**src/rtl/eje4_pkg.sv**
```systemverilog
// Shared definitions for the eje4 equivalence sweep: FSM encodings, vector
// count and mismatch-mask bit positions.
package eje4_pkg;

    localparam logic [1:0] ST_IDLE   = 2'd0;
    localparam logic [1:0] ST_SETTLE = 2'd1;
    localparam logic [1:0] ST_CHECK  = 2'd2;
    localparam logic [1:0] ST_DONE   = 2'd3;

    localparam int unsigned N_VEC = 64;

    localparam int unsigned MASK_F = 0;
    localparam int unsigned MASK_G = 1;
    localparam int unsigned MASK_H = 2;

endpackage

```
**src/rtl/eje4_sweep_ctrl_if.sv**
```systemverilog
// Bus between the sweep controller and eje4: six vector bits out, the
// outputs of both eje4 implementations back.
interface eje4_sweep_ctrl_if;

    logic A;
    logic B;
    logic C;
    logic D;
    logic E;
    logic F;
    logic f_1;
    logic g_1;
    logic h_1;
    logic f_2;
    logic g_2;
    logic h_2;

    modport master (
        output A, B, C, D, E, F,
        input  f_1, g_1, h_1, f_2, g_2, h_2
    );

    modport slave (
        input  A, B, C, D, E, F,
        output f_1, g_1, h_1, f_2, g_2, h_2
    );

endinterface

```
**src/rtl/eje4_cmp.sv**
```systemverilog
// Output-by-output comparison of the two eje4 implementations; X or Z on
// either side counts as a mismatch.
module eje4_cmp
    import eje4_pkg::*;
(
    input  logic       f_1,
    input  logic       g_1,
    input  logic       h_1,
    input  logic       f_2,
    input  logic       g_2,
    input  logic       h_2,
    output logic [2:0] mask
);

    // Case-inequality so unknown outputs are flagged, never hidden.
    always_comb begin
        mask         = 3'b000;
        mask[MASK_F] = (f_1 !== f_2);
        mask[MASK_G] = (g_1 !== g_2);
        mask[MASK_H] = (h_1 !== h_2);
    end

endmodule

```
**src/rtl/eje4_sweep_ctrl.sv**
```systemverilog
// Sweeps all 64 eje4 input vectors, waits SETTLE_CYC cycles per vector and
// records how many vectors made the two implementations disagree.
module eje4_sweep_ctrl
    import eje4_pkg::*;
#(
    parameter int unsigned SETTLE_CYC = 2
) (
    input  logic                  clk,
    input  logic                  reset,
    input  logic                  start,
    eje4_sweep_ctrl_if.master     bus,
    output logic                  busy,
    output logic                  done,
    output logic                  pass,
    output logic [6:0]            err_count,
    output logic                  first_err_valid,
    output logic [5:0]            first_err_vec,
    output logic [2:0]            first_err_mask
);

    localparam logic [3:0] SETTLE_LAST  = (SETTLE_CYC == 0) ? 4'd0 : 4'(SETTLE_CYC - 1);
    localparam logic [1:0] ST_AFTER_VEC = (SETTLE_CYC == 0) ? ST_CHECK : ST_SETTLE;
    localparam logic [5:0] LAST_VEC     = 6'(N_VEC - 1);

    logic [1:0] state_r;
    logic [5:0] vec_r;
    logic [3:0] cnt_r;
    logic [2:0] mask_s;
    logic       mismatch_s;

    eje4_cmp u_cmp (
        .f_1  (bus.f_1),
        .g_1  (bus.g_1),
        .h_1  (bus.h_1),
        .f_2  (bus.f_2),
        .g_2  (bus.g_2),
        .h_2  (bus.h_2),
        .mask (mask_s)
    );

    assign mismatch_s = |mask_s;
    assign {bus.A, bus.B, bus.C, bus.D, bus.E, bus.F} = vec_r;

    // Sweep sequencer and result registers.
    always_ff @(posedge clk or posedge reset) begin
        if (reset) begin
            state_r         <= ST_IDLE;
            vec_r           <= 6'd0;
            cnt_r           <= 4'd0;
            busy            <= 1'b0;
            done            <= 1'b0;
            pass            <= 1'b0;
            err_count       <= 7'd0;
            first_err_valid <= 1'b0;
            first_err_vec   <= 6'd0;
            first_err_mask  <= 3'b000;
        end else begin
            case (state_r)
                ST_IDLE, ST_DONE: begin
                    if (start) begin
                        state_r         <= ST_AFTER_VEC;
                        vec_r           <= 6'd0;
                        cnt_r           <= 4'd0;
                        busy            <= 1'b1;
                        done            <= 1'b0;
                        pass            <= 1'b0;
                        err_count       <= 7'd0;
                        first_err_valid <= 1'b0;
                        first_err_vec   <= 6'd0;
                        first_err_mask  <= 3'b000;
                    end
                end
                ST_SETTLE: begin
                    cnt_r <= cnt_r + 4'd1;
                    if (cnt_r == SETTLE_LAST) begin
                        state_r <= ST_CHECK;
                    end
                end
                ST_CHECK: begin
                    if (mismatch_s) begin
                        err_count <= err_count + 7'd1;
                        if (!first_err_valid) begin
                            first_err_valid <= 1'b1;
                            first_err_vec   <= vec_r;
                            first_err_mask  <= mask_s;
                        end
                    end
                    if (vec_r == LAST_VEC) begin
                        state_r <= ST_DONE;
                        busy    <= 1'b0;
                        done    <= 1'b1;
                        // err_count has not yet absorbed this vector's result.
                        pass    <= !mismatch_s && (err_count == 7'd0);
                    end else begin
                        vec_r   <= vec_r + 6'd1;
                        cnt_r   <= 4'd0;
                        state_r <= ST_AFTER_VEC;
                    end
                end
                default: begin
                    state_r <= ST_IDLE;
                end
            endcase
        end
    end

endmodule

```
**src/flat_wrapper.sv**
```systemverilog
// flat-port wrapper written by rule: the top's interface ports become plain ports
module eje4_sweep_ctrl_flat import eje4_pkg::*;
#(
    parameter int unsigned SETTLE_CYC = 2
)
  (clk, reset, start, busy, done, pass, err_count, first_err_valid, first_err_vec, first_err_mask, bus_A, bus_B, bus_C, bus_D, bus_E, bus_F, bus_f_1, bus_g_1, bus_h_1, bus_f_2, bus_g_2, bus_h_2);
  eje4_sweep_ctrl_if bus_i ();
  input  logic clk;
  input  logic reset;
  input  logic start;
  output logic busy;
  output logic done;
  output logic pass;
  output logic [6:0] err_count;
  output logic first_err_valid;
  output logic [5:0] first_err_vec;
  output logic [2:0] first_err_mask;
  output wire logic [$bits(bus_i.A)-1:0] bus_A;
  output wire logic [$bits(bus_i.B)-1:0] bus_B;
  output wire logic [$bits(bus_i.C)-1:0] bus_C;
  output wire logic [$bits(bus_i.D)-1:0] bus_D;
  output wire logic [$bits(bus_i.E)-1:0] bus_E;
  output wire logic [$bits(bus_i.F)-1:0] bus_F;
  input wire logic [$bits(bus_i.f_1)-1:0] bus_f_1;
  input wire logic [$bits(bus_i.g_1)-1:0] bus_g_1;
  input wire logic [$bits(bus_i.h_1)-1:0] bus_h_1;
  input wire logic [$bits(bus_i.f_2)-1:0] bus_f_2;
  input wire logic [$bits(bus_i.g_2)-1:0] bus_g_2;
  input wire logic [$bits(bus_i.h_2)-1:0] bus_h_2;
  assign bus_A = bus_i.A;
  assign bus_B = bus_i.B;
  assign bus_C = bus_i.C;
  assign bus_D = bus_i.D;
  assign bus_E = bus_i.E;
  assign bus_F = bus_i.F;
  assign bus_i.f_1 = bus_f_1;
  assign bus_i.g_1 = bus_g_1;
  assign bus_i.h_1 = bus_h_1;
  assign bus_i.f_2 = bus_f_2;
  assign bus_i.g_2 = bus_g_2;
  assign bus_i.h_2 = bus_h_2;
  eje4_sweep_ctrl #(.SETTLE_CYC(SETTLE_CYC)) u_core (.clk(clk), .reset(reset), .start(start), .bus(bus_i), .busy(busy), .done(done), .pass(pass), .err_count(err_count), .first_err_valid(first_err_valid), .first_err_vec(first_err_vec), .first_err_mask(first_err_mask));
endmodule
```
**config.mk**
```make
export PLATFORM = sky130hd
export DESIGN_NAME = eje4_sweep_ctrl_flat
export DESIGN_NICKNAME = d
export VERILOG_FILES = /design/src/rtl/eje4_pkg.sv /design/src/rtl/eje4_sweep_ctrl_if.sv /design/src/rtl/eje4_cmp.sv /design/src/rtl/eje4_sweep_ctrl.sv /design/src/flat_wrapper.sv
export SDC_FILE = /design/constraint.sdc
export NUM_CORES = 1
export LEC_CHECK = 0
export ABC_AREA = 1
export CAP_MARGIN = 20
export CELL_PAD_IN_SITES_DETAIL_PLACEMENT = 0
export CELL_PAD_IN_SITES_GLOBAL_PLACEMENT = 1
export CORE_MARGIN = 2
export CORE_UTILIZATION = 30
export CTS_BUF_LIST = sky130_fd_sc_hd__clkbuf_2
export DETAILED_ROUTE_END_ITERATION = 7
export GPL_ROUTABILITY_DRIVEN = 0
export PLACE_DENSITY_LB_ADDON = 0.1
export SLEW_MARGIN = 20
export SYNTH_ARGS = -nofsm -noshare
export SYNTH_HDL_FRONTEND = slang
export SYNTH_HIERARCHICAL = 1
export SYNTH_SLANG_ARGS = --single-unit
```
**constraint.sdc**
```tcl
create_clock -name clk -period 4.6 [get_ports clk]
set_input_delay 0.46 -clock clk [delete_from_list [all_inputs] [get_ports clk]]
set_output_delay 0.46 -clock clk [all_outputs]
set_load 0.03 [all_outputs]
```
==> metrics.md, run 1 <==
| Metric | Value |
|---|---|
| Net Count, Synth | 238 |
| Largest net degree at the start of global routing | 33 |
| Synthesized flop and latch total | 32 |
| Reg2reg end | u_core/first_err_mask[1] |
| Root Driver | clkbuf_2 |
| CP Cell Sequence | clkdlybuf4s50_1 |
| Max-slew headroom | 71.4% |
| CP bufs+invs | 1 |
| Clk_lat worst skew | 0.36 ns |
| Sequential area share after synthesis | 46.4% |
| Drt wl/cell | 11.7 µm |
| Reg2reg start | u_core/state_r[0] |
| Slowest stage cell, crit path | clkdlybuf4s50_1 |
| Syn_area_per_cell | 7.81 µm² |
| Die Wd | 79.8 µm |
| Final setup fails | 0 |
| Setup Fix Bufs, Post-CTS | 0 |
| Sequential cell area | 801 µm² |
| Fillers | 580 |
| 1st-iter DRT viols | 56 |
| Initial antenna violation count | 0 |
| Layout area overhead | 24.8% |
| Worst EP arrival | 1.62 ns |
| Final instance area | 0.00215 mm² |
| RSZ-0062 raised after global routing | no |
| H-tree depth | 2 |
| Crit. End Element | output pin |
| Pwr Density | 346 mW/mm² |
| Post-synthesis cell area | 0.00173 mm² |
| Multi-input gate area | 785 µm² |
| Io pins | 35 |
| Cts hold-fix bufs | 0 |
| Core Box Area | 0.00554 mm² |
| Slew at the pin with the worst max-slew slack | 0.429 ns |
| Number of port buffers | 34 |
| Setup crit start kind | register |
| Worst path required time | 4.14 ns |
| DIE AREA | 0.00637 mm² |
| Max Fclk | 481 MHz |
| Via count | 1461 |
| Post-DR vias/cell | 4.44 |
| Net count reported at finish | 276 |
| HPWL Detailed | 2770 µm |
| Final period utilization | 45.2% |
| Slowest stage delay, CP | 0.73 ns |
| FF-to-FF path depth | 9 |
| DIE HEIGHT | 79.8 µm |
| Layout cell share with drive strength beyond 1 | 5.45% |
| Clk slew on worst S/H paths | 0.17 ns |
| First-pass GRT wire length | 6720 µm |
| R2R Setup Slk | 2.73 ns |
| CTS Buffer Depth | 2 |
| YS warnings | 6 |
| Final hold violations | 0 |
| CTS Buf Count | 5 |
| Type of the most critical hold path | primary input to asynchronous set/reset pin |
| Final Skew | 0.0132 ns |
| Status | finished clean |
| Final ANT Viol Nets | 0 |
| Worst VDD drop | 0.164 mV |
| CP Max Fanout | 8 |
| Post-DP Area | 0.00213 mm² |
| Overflow after GRT | 0 |
| Final Max Slew Viols | 0 |
| Mapped Cells | 221 |
| Pre-Repair DR Iteration Count | 4 |
| Std-Cell Rows | 27 |
| Antenna cell count | 0 |
| Vias in the first global route | 1402 |
| Crit path max-delay family | buffers and inverters |
| Initial Util | 31.1% |
| Period minus WS final | 2.08 ns |
| WS Path Type | register to output pin |
| All-Layer GR Usage | 13.7% |
| Post-Route WL | 3840 µm |
| Final TNS setup | 0 ns |
| Max cap viols | 0 |
| Cell variety after synth | 23 |
| Number of remaining DRC errors | 0 |
| Cts repair resizes | 0 |
| Pleak | 1.07 nW |
| Clk sinks | 32 |
| CTS tree | yes |
[cells in the final DEF (no fill, tap or decap)]
| cell | instances |
|---|---|
| xnor2_1 | 2 |
| o21bai_1 | 2 |
| inv_1 | 26 |
| o21a_1 | 1 |
| xor2_1 | 3 |
| nand2_2 | 2 |
| nand3_1 | 24 |
| nor2_2 | 1 |
| dfrtp_1 | 32 |
| o21ai_0 | 16 |
| clkdlybuf4s50_1 | 34 |
| nand2_1 | 83 |
| nor3_1 | 1 |
| inv_2 | 2 |
| buf_4 | 1 |
| o21ai_4 | 1 |
| nand3b_1 | 1 |
| nand4_1 | 2 |
| or2_2 | 1 |
| nand3_2 | 1 |
| nor2_1 | 8 |
| ha_1 | 8 |
| clkbuf_2 | 5 |
[kinds of logic after synthesis]
| kind of cell | count (synthesis) | share of synthesized area [%] |
|---|---|---|
| compound gates | 20 | 6.89 |
| xor+xnor | 5 | 2.54 |
| fa+ha+maj | 8 | 5.80 |
| buf+inv | 32 | 8.12 |
| flops | 32 | 46.4 |
| simple gates | 124 | 30.2 |
[cell usage after synthesis]
master / number / area, µm²
nand2_1: 83 / 312
dfrtp_1: 32 / 801
inv_1: 26 / 97.6
nand3_1: 24 / 120
o21ai_0: 16 / 80.1
ha_1: 8 / 100
nor2_1: 8 / 30.0
xor2_1: 3 / 26.3
buf_6: 2 / 22.5
inv_2: 2 / 7.51
nand2_2: 2 / 12.5
nand4_1: 2 / 12.5
o21bai_1: 2 / 15.0
xnor2_1: 2 / 17.5
buf_2: 1 / 5.00
buf_4: 1 / 7.51
nand3_2: 1 / 10.0
nand3b_1: 1 / 7.51
nor2_2: 1 / 6.26
nor3_1: 1 / 5.00
o21a_1: 1 / 7.51
o21ai_4: 1 / 16.3
or2_2: 1 / 6.26
[area by class of cell]
type                    count  area share [%]
clock buffers               5            1.16
inverters                  28            4.88
multi-input cells         157            36.4
flip-flops and latches     32            37.2
well taps                  72            4.18
repair buffers             35            16.2
[flip-flops by register name (all words and copies together) (netlist names), 2 cells and up]
signal,flops
u_core/first_err_mask,3
u_core/vec_r,6
u_core/err_count,7
u_core/state_r,2
u_core/cnt_r,4
u_core/first_err_vec,6
[metal layers]
layer | vias up | global-route usage (%) | part of all wire, %
met1 | 665 | 18.0 | 49
met3 | 5 | 4.07 | 4.5
met4 | 0 | 5.08 | 1.5
li1 | 768 | - | -
met2 | 23 | 21.3 | 45
met5 | - | 0 | 0
[worst max path at each step]
stage | to | cells past startpoint | startpoint
floorplan | u_core/vec_r[3] | 8 | u_core/vec_r[0]
global route | bus_D | 1 | u_core/vec_r[2]
finish | bus_D | 1 | u_core/vec_r[2]
global placement | u_core/err_count[4] | 11 | bus_f_1
detailed placement | u_core/err_count[4] | 11 | bus_g_1
CTS | bus_D | 1 | u_core/vec_r[2]
[where the power goes]
group | leakage [nW] | switching (mW) | total [mW] | internal, mW
logic | 0.646 | 0.146 | 0.256 | 0.110
clock network | 0.0208 | 0.0923 | 0.121 | 0.0292
registers | 0.408 | 0.0468 | 0.368 | 0.321
[worst reg2reg max path, stage by stage (launching register included)]
cell	delay, ns
dfrtp_1	0.44
inv_1	0.07
ha_1	0.39
inv_2	0.11
o21ai_4	0.20
inv_1	0.07
nor2_2	0.18
nand2_2	0.16
nand2_1	0.11
nand2_1	0.05
[stage by stage]
| stage | setup WS, ns | util (%) | total power, mW | instances | hold WS, ns |
|---|---|---|---|---|---|
| global route | 2.42 | 38.9 | 0.801 | 329 | 0.500 |
| CTS | 2.48 | 38.9 | 0.757 | 329 | 0.447 |
| detailed placement | 2.63 | 38.4 | 0.632 | 324 | 0.459 |
| global placement | 2.65 | 38.4 | 0.636 | 324 | 0.459 |
| finish | 2.52 | 38.9 | 0.745 | 329 | 0.456 |
| floorplan | 3.04 | - | 0.519 | 221 | 0.475 |
No activity file was read; power rests on OpenSTA's default activity.
==> run 2, diff against run 1 <==
==> constraint.sdc (replaced) <==
create_clock -name clk -period 1.7 [get_ports clk]
set_input_delay 0.17 -clock clk [delete_from_list [all_inputs] [get_ports clk]]
set_output_delay 0.17 -clock clk [all_outputs]
set_load 0.03 [all_outputs]
==> run 2 against run 1 <==
Global-route usage shrank 0.39 points. Setup slack lost 2.4 ns. Hold slack lost 0.29 ns. Core utilization grew 1.6 points. Critical path type unchanged. Largest cell class unchanged. Largest power group unchanged.
==> metrics.md, run 2 (same netlist as run 1, synthesis figures left out) <==
| Metric | Value |
|---|---|
| Status | finished clean |
| CTS Buf Count | 5 |
| Largest net degree at the start of global routing | 33 |
| Number of remaining DRC errors | 0 |
| HPWL Detailed | 2830 µm |
| Fillers | 590 |
| Io pins | 35 |
| Period minus WS final | 1.60 ns |
| Overflow after GRT | 0 |
| CP Max Fanout | 2 |
| Clk sinks | 32 |
| Final period utilization | 93.9% |
| Pre-Repair DR Iteration Count | 4 |
| H-tree depth | 2 |
| Pwr Density | 901 mW/mm² |
| DIE AREA | 0.00637 mm² |
| Max Fclk | 627 MHz |
| Initial Util | 31.1% |
| Max reg flops | 7 |
| Max-slew headroom | 71.6% |
| Layout cell share with drive strength beyond 1 | 9.70% |
| Slowest stage cell, crit path | clkdlybuf4s50_1 |
| Drt wl/cell | 11.4 µm |
| Core Box Area | 0.00554 mm² |
| Fin util | 40.4% |
| Slowest stage delay, CP | 0.67 ns |
| Power, Total | 2.02 mW |
| Worst VDD drop | 0.321 mV |
| Most frequent cells in the layout | nand2_1 (83), dfrtp_1 (32), inv_1 (25), nand3_1 (24), clkdlybuf4s50_1 (21) |
| Number of port buffers | 34 |
| CP Cell Sequence | clkdlybuf4s50_1 |
| Fin Hold WS | 0.169 ns |
| Root Driver | clkbuf_2 |
| Final setup fails | 0 |
| All-Layer GR Usage | 13.3% |
| Worst EP arrival | 1.43 ns |
| Worst path required time | 1.53 ns |
| Antenna cell count | 0 |
| Post-DR vias/cell | 4.42 |
| CP bufs+invs | 1 |
| Post-Route WL | 3880 µm |
| Final hold violations | 0 |
| Vias in the first global route | 1420 |
| Setup crit start kind | register |
| Largest regs | u_core/err_count: 7 flops, u_core/first_err_vec: 6 flops, u_core/vec_r: 6 flops |
| Final Max Slew Viols | 0 |
| Final ANT Viol Nets | 0 |
| Die Wd | 79.8 µm |
| RSZ-0062 raised after global routing | no |
| R2R Setup Slk | 0.12 ns |
| Via count | 1504 |
| Setup Fix Bufs, Post-CTS | 0 |
| DIE HEIGHT | 79.8 µm |
| Final TNS setup | 0 ns |
| Crit path max-delay family | buffers and inverters |
| 1st-iter DRT viols | 47 |
| WS Path Type | register to output pin |
| Clk_lat worst skew | 0.37 ns |
| Clk slew on worst S/H paths | 0.17 ns |
| Layout area overhead | 29.8% |
| First-pass GRT wire length | 6610 µm |
| Type of the most critical hold path | primary input to asynchronous set/reset pin |
| Commonest non-fill, non-tap cell in the layout | nand2_1 |
| Largest Register | u_core/err_count |
| Final Skew | 0.0177 ns |
| Std-Cell Rows | 27 |
| Net count reported at finish | 285 |
| Max cap viols | 0 |
| Slew at the pin with the worst max-slew slack | 0.427 ns |
| Initial antenna violation count | 0 |
| CTS tree | yes |
| CTS Buffer Depth | 2 |
| Crit. End Element | output pin |
| Pleak | 1.19 nW |
## run 2: cell count changes in the layout (fill, tap and decap cells not counted), sizes merged
cell           previous run  this run
clkinv                    0         1
clkbuf                    5         6
dlygate4sd2               0         9
clkdlybuf4s50            34        21
buf                       1        10
dlymetal6s2s              0         4
## run 2: worst paths after layout
| path | start | endpoint | depth (start not counted) |
|---|---|---|---|
| worst max register to register | u_core/state_r[1] | u_core/done | 7 |
| worst min register to register | u_core/first_err_mask[2] | u_core/first_err_mask[2] | 2 |
| min in group clk | u_core/first_err_mask[2] | u_core/first_err_mask[2] | 2 |
| worst max-delay path | u_core/first_err_mask[0] | first_err_mask[0] | 1 |
| max in group asynchronous | reset | u_core/vec_r[1] | 3 |
| worst min-delay path | reset | u_core/vec_r[5] | 3 |
## run 2: timing repair
item	4_1_cts	5_1_grt
endpoints found under the setup margin	9	19
hold buffers	0	0
resized for setup	9	7
## run 2: area by class of cell
| class | count | area [µm²] | share of cell area, % |
|---|---|---|---|
| Timing Repair Buffer | 44 | 414 | 18.5 |
| Inverter | 28 | 105 | 4.69 |
| Sequential cell | 32 | 801 | 35.8 |
| Tap cell | 72 | 90.1 | 4.02 |
| Multi-Input combinational cell | 157 | 795 | 35.5 |
| Clock inverter | 1 | 5.00 | 0.223 |
| Clock buffer | 6 | 30.0 | 1.34 |
## run 2: layer usage
layer | track usage (%) | part of all wire (%) | vias to the layer above | routed length [µm]
li1 | - | - | 791 | -
met3 | 3.51 | 3.9 | 6 | 153
met5 | 0 | 0 | - | 0
met1 | 17.5 | 50 | 683 | 1950
met2 | 21.2 | 45 | 24 | 1740
met4 | 4.58 | 1.2 | 0 | 46
## run 2: power by group
part	total (mW)	internal, mW	switching (mW)
sequential	0.985	0.868	0.116
combinational	0.680	0.275	0.405
clock	0.354	0.0982	0.256
total	2.02	1.24	0.777
## run 2: per-stage QoR
step | setup slack (ns) | cells | area (µm²)
floorplan | 0.140 | 221 | 1730
global placement | 0.0263 | 333 | 2200
detailed placement | 0.0171 | 333 | 2200
CTS | 0.00115 | 340 | 2220
global route | 0.00489 | 340 | 2240
finish | 0.104 | 340 | 2240
==> run 3, diff against run 2 <==
--- a/config.mk
+++ b/config.mk
@@ -11,7 +11,6 @@
 export CELL_PAD_IN_SITES_GLOBAL_PLACEMENT = 1
 export CORE_MARGIN = 2
 export CORE_UTILIZATION = 30
-export CTS_BUF_LIST = sky130_fd_sc_hd__clkbuf_2
 export DETAILED_ROUTE_END_ITERATION = 7
 export GPL_ROUTABILITY_DRIVEN = 0
 export PLACE_DENSITY_LB_ADDON = 0.1
==> run 3 against run 2 <==
Cell count unchanged. Setup slack worse by 0.013 ns. Non-clock buffer count unchanged. Maximum frequency down 0.80%. Critical path type unchanged. Core utilization up 0.93 points. Critical path depth up 1. Wire length down 0.44%. Largest power group unchanged. Register-to-register slack about the same. Flip-flop and latch count unchanged. Largest cell class unchanged. Hold slack better by 0.11 ns. Clock skew down 0.013 ns. Global-route usage up 0.096 points.
==> metrics.md, run 3 (same netlist as run 1, synthesis figures left out) <==
| Metric | Value |
|---|---|
| RSZ-0062 raised after global routing | no |
| Final Skew | 0.00426 ns |
| Number of port buffers | 34 |
| 1st-iter DRT viols | 52 |
| Initial antenna violation count | 0 |
| FF-to-FF path depth | 7 |
| Largest Register | u_core/err_count |
| Initial Util | 31.1% |
| Max cap viols | 0 |
| DIE AREA | 0.00637 mm² |
| Root Driver | clkbuf_8 |
| Net count reported at finish | 285 |
| Die Wd | 79.8 µm |
| Slew at the pin with the worst max-slew slack | 0.429 ns |
| Overflow after GRT | 0 |
| Worst path required time | 1.53 ns |
| Max Fclk | 622 MHz |
| Largest regs | u_core/err_count: 7 flops, u_core/first_err_vec: 6 flops, u_core/vec_r: 6 flops |
| Final Max Slew Viols | 0 |
| DIE HEIGHT | 79.8 µm |
| Pleak | 1.17 nW |
| Final setup fails | 0 |
| CP Max Fanout | 5 |
| Slack of the critical path | 0.0911 ns |
| Non-Filler Instances | 340 |
| WS Path Type | register to output pin |
| Layout cell share with drive strength beyond 1 | 9.33% |
| Period minus WS final | 1.61 ns |
| Final hold violations | 0 |
| Crit. End Element | output pin |
| Clk sinks | 32 |
| Max reg flops | 7 |
| Type of the most critical hold path | primary input to asynchronous set/reset pin |
| Vias in the first global route | 1420 |
| Fin util | 41.4% |
| All-Layer GR Usage | 13.4% |
| Final ANT Viol Nets | 0 |
| CTS Buffer Depth | 2 |
| Drt wl/cell | 11.4 µm |
| Core Box Area | 0.00554 mm² |
| Layout area overhead | 32.8% |
| Clk slew on worst S/H paths | 0.07 ns |
| Status | finished clean |
| Via count | 1509 |
| CTS Buf Count | 5 |
| Final TNS setup | 0 ns |
| Setup WS pre-CTS | 0.0171 ns |
| Cts repair resizes | 0 |
| Setup crit start kind | register |
| Setup Fix Bufs, Post-CTS | 0 |
| First-pass GRT wire length | 6640 µm |
| Number of remaining DRC errors | 0 |
| Final period utilization | 94.6% |
| Worst EP arrival | 1.44 ns |
| Reg2reg end | u_core/done |
| CTS tree | yes |
| Antenna cell count | 0 |
| Reg2reg start | u_core/state_r[1] |
| HPWL Detailed | 2830 µm |
| Post-DR vias/cell | 4.44 |
| R2R Setup Slk | 0.13 ns |
| Pwr Density | 979 mW/mm² |
| Io pins | 35 |
| Post-Route WL | 3870 µm |
| Std-Cell Rows | 27 |
| Cell total after placement | 333 |
| H-tree depth | 2 |
| Cts hold-fix bufs | 0 |
| Worst VDD drop | 0.384 mV |
| Largest net degree at the start of global routing | 33 |
| Clk_lat worst skew | 0.28 ns |
| Max-slew headroom | 71.4% |
| Pre-Repair DR Iteration Count | 4 |
| Most frequent cells in the layout | nand2_1 (83), dfrtp_1 (32), clkdlybuf4s50_1 (31), inv_1 (25), nand3_1 (24) |
| Commonest non-fill, non-tap cell in the layout | nand2_1 |
-- run 3: how the worst max path moves through the flow --
stage / slack (ns) / endpoint / startpoint / depth (start not counted)
CTS: 0.03 / bus_D / u_core/vec_r[2] / 1
finish: 0.09 / bus_F / u_core/vec_r[0] / 2
detailed placement: 0.02 / u_core/err_count[2] / bus_g_2 / 11
floorplan: 0.14 / u_core/vec_r[3] / u_core/vec_r[0] / 8
global placement: 0.03 / u_core/err_count[2] / bus_g_1 / 11
global route: 0.01 / bus_A / u_core/vec_r[5] / 1
-- run 3: power by group --
part / internal, mW / switching, mW / total, mW
logic: 0.302 / 0.404 / 0.706
clock network: 0.278 / 0.269 / 0.547
registers: 0.870 / 0.119 / 0.989
-- run 3: layout make-up --
cell class                      instances  area, µm²
Fill cell                             587       3250
Sequential cell                        32        801
Multi-Input combinational cell        157        795
Timing Repair Buffer                   44        423
Inverter                               28        105
Tap cell                               72       90.1
Clock buffer                            6       72.6
Clock inverter                          1       5.00
-- run 3: critical path: stages (launching register included) --
cell and delay, ns:
dfrtp_1 0.36, buf_4 0.14, clkdlybuf4s50_1 0.66
-- run 3: layer usage --
metal	track usage (%)	vias to the layer above	share of wire, %
met5	0	-	0
met4	5.08	0	1.1
met3	3.51	5	3.4
met2	20.8	21	45
met1	17.9	693	51
li1	-	790	-
-- run 3: through the flow --
| stage | instance area, µm² | hold slack, ns | power (mW) |
|---|---|---|---|
| after global routing | 2290 | 0.354 | 2.39 |
| after CTS | 2270 | 0.295 | 2.28 |
| after global placement | 2200 | 0.460 | 1.72 |
| after detailed placement | 2200 | 0.460 | 1.72 |
| final | 2290 | 0.283 | 2.24 |
| after floorplan | 1730 | 0.286 | 1.40 |
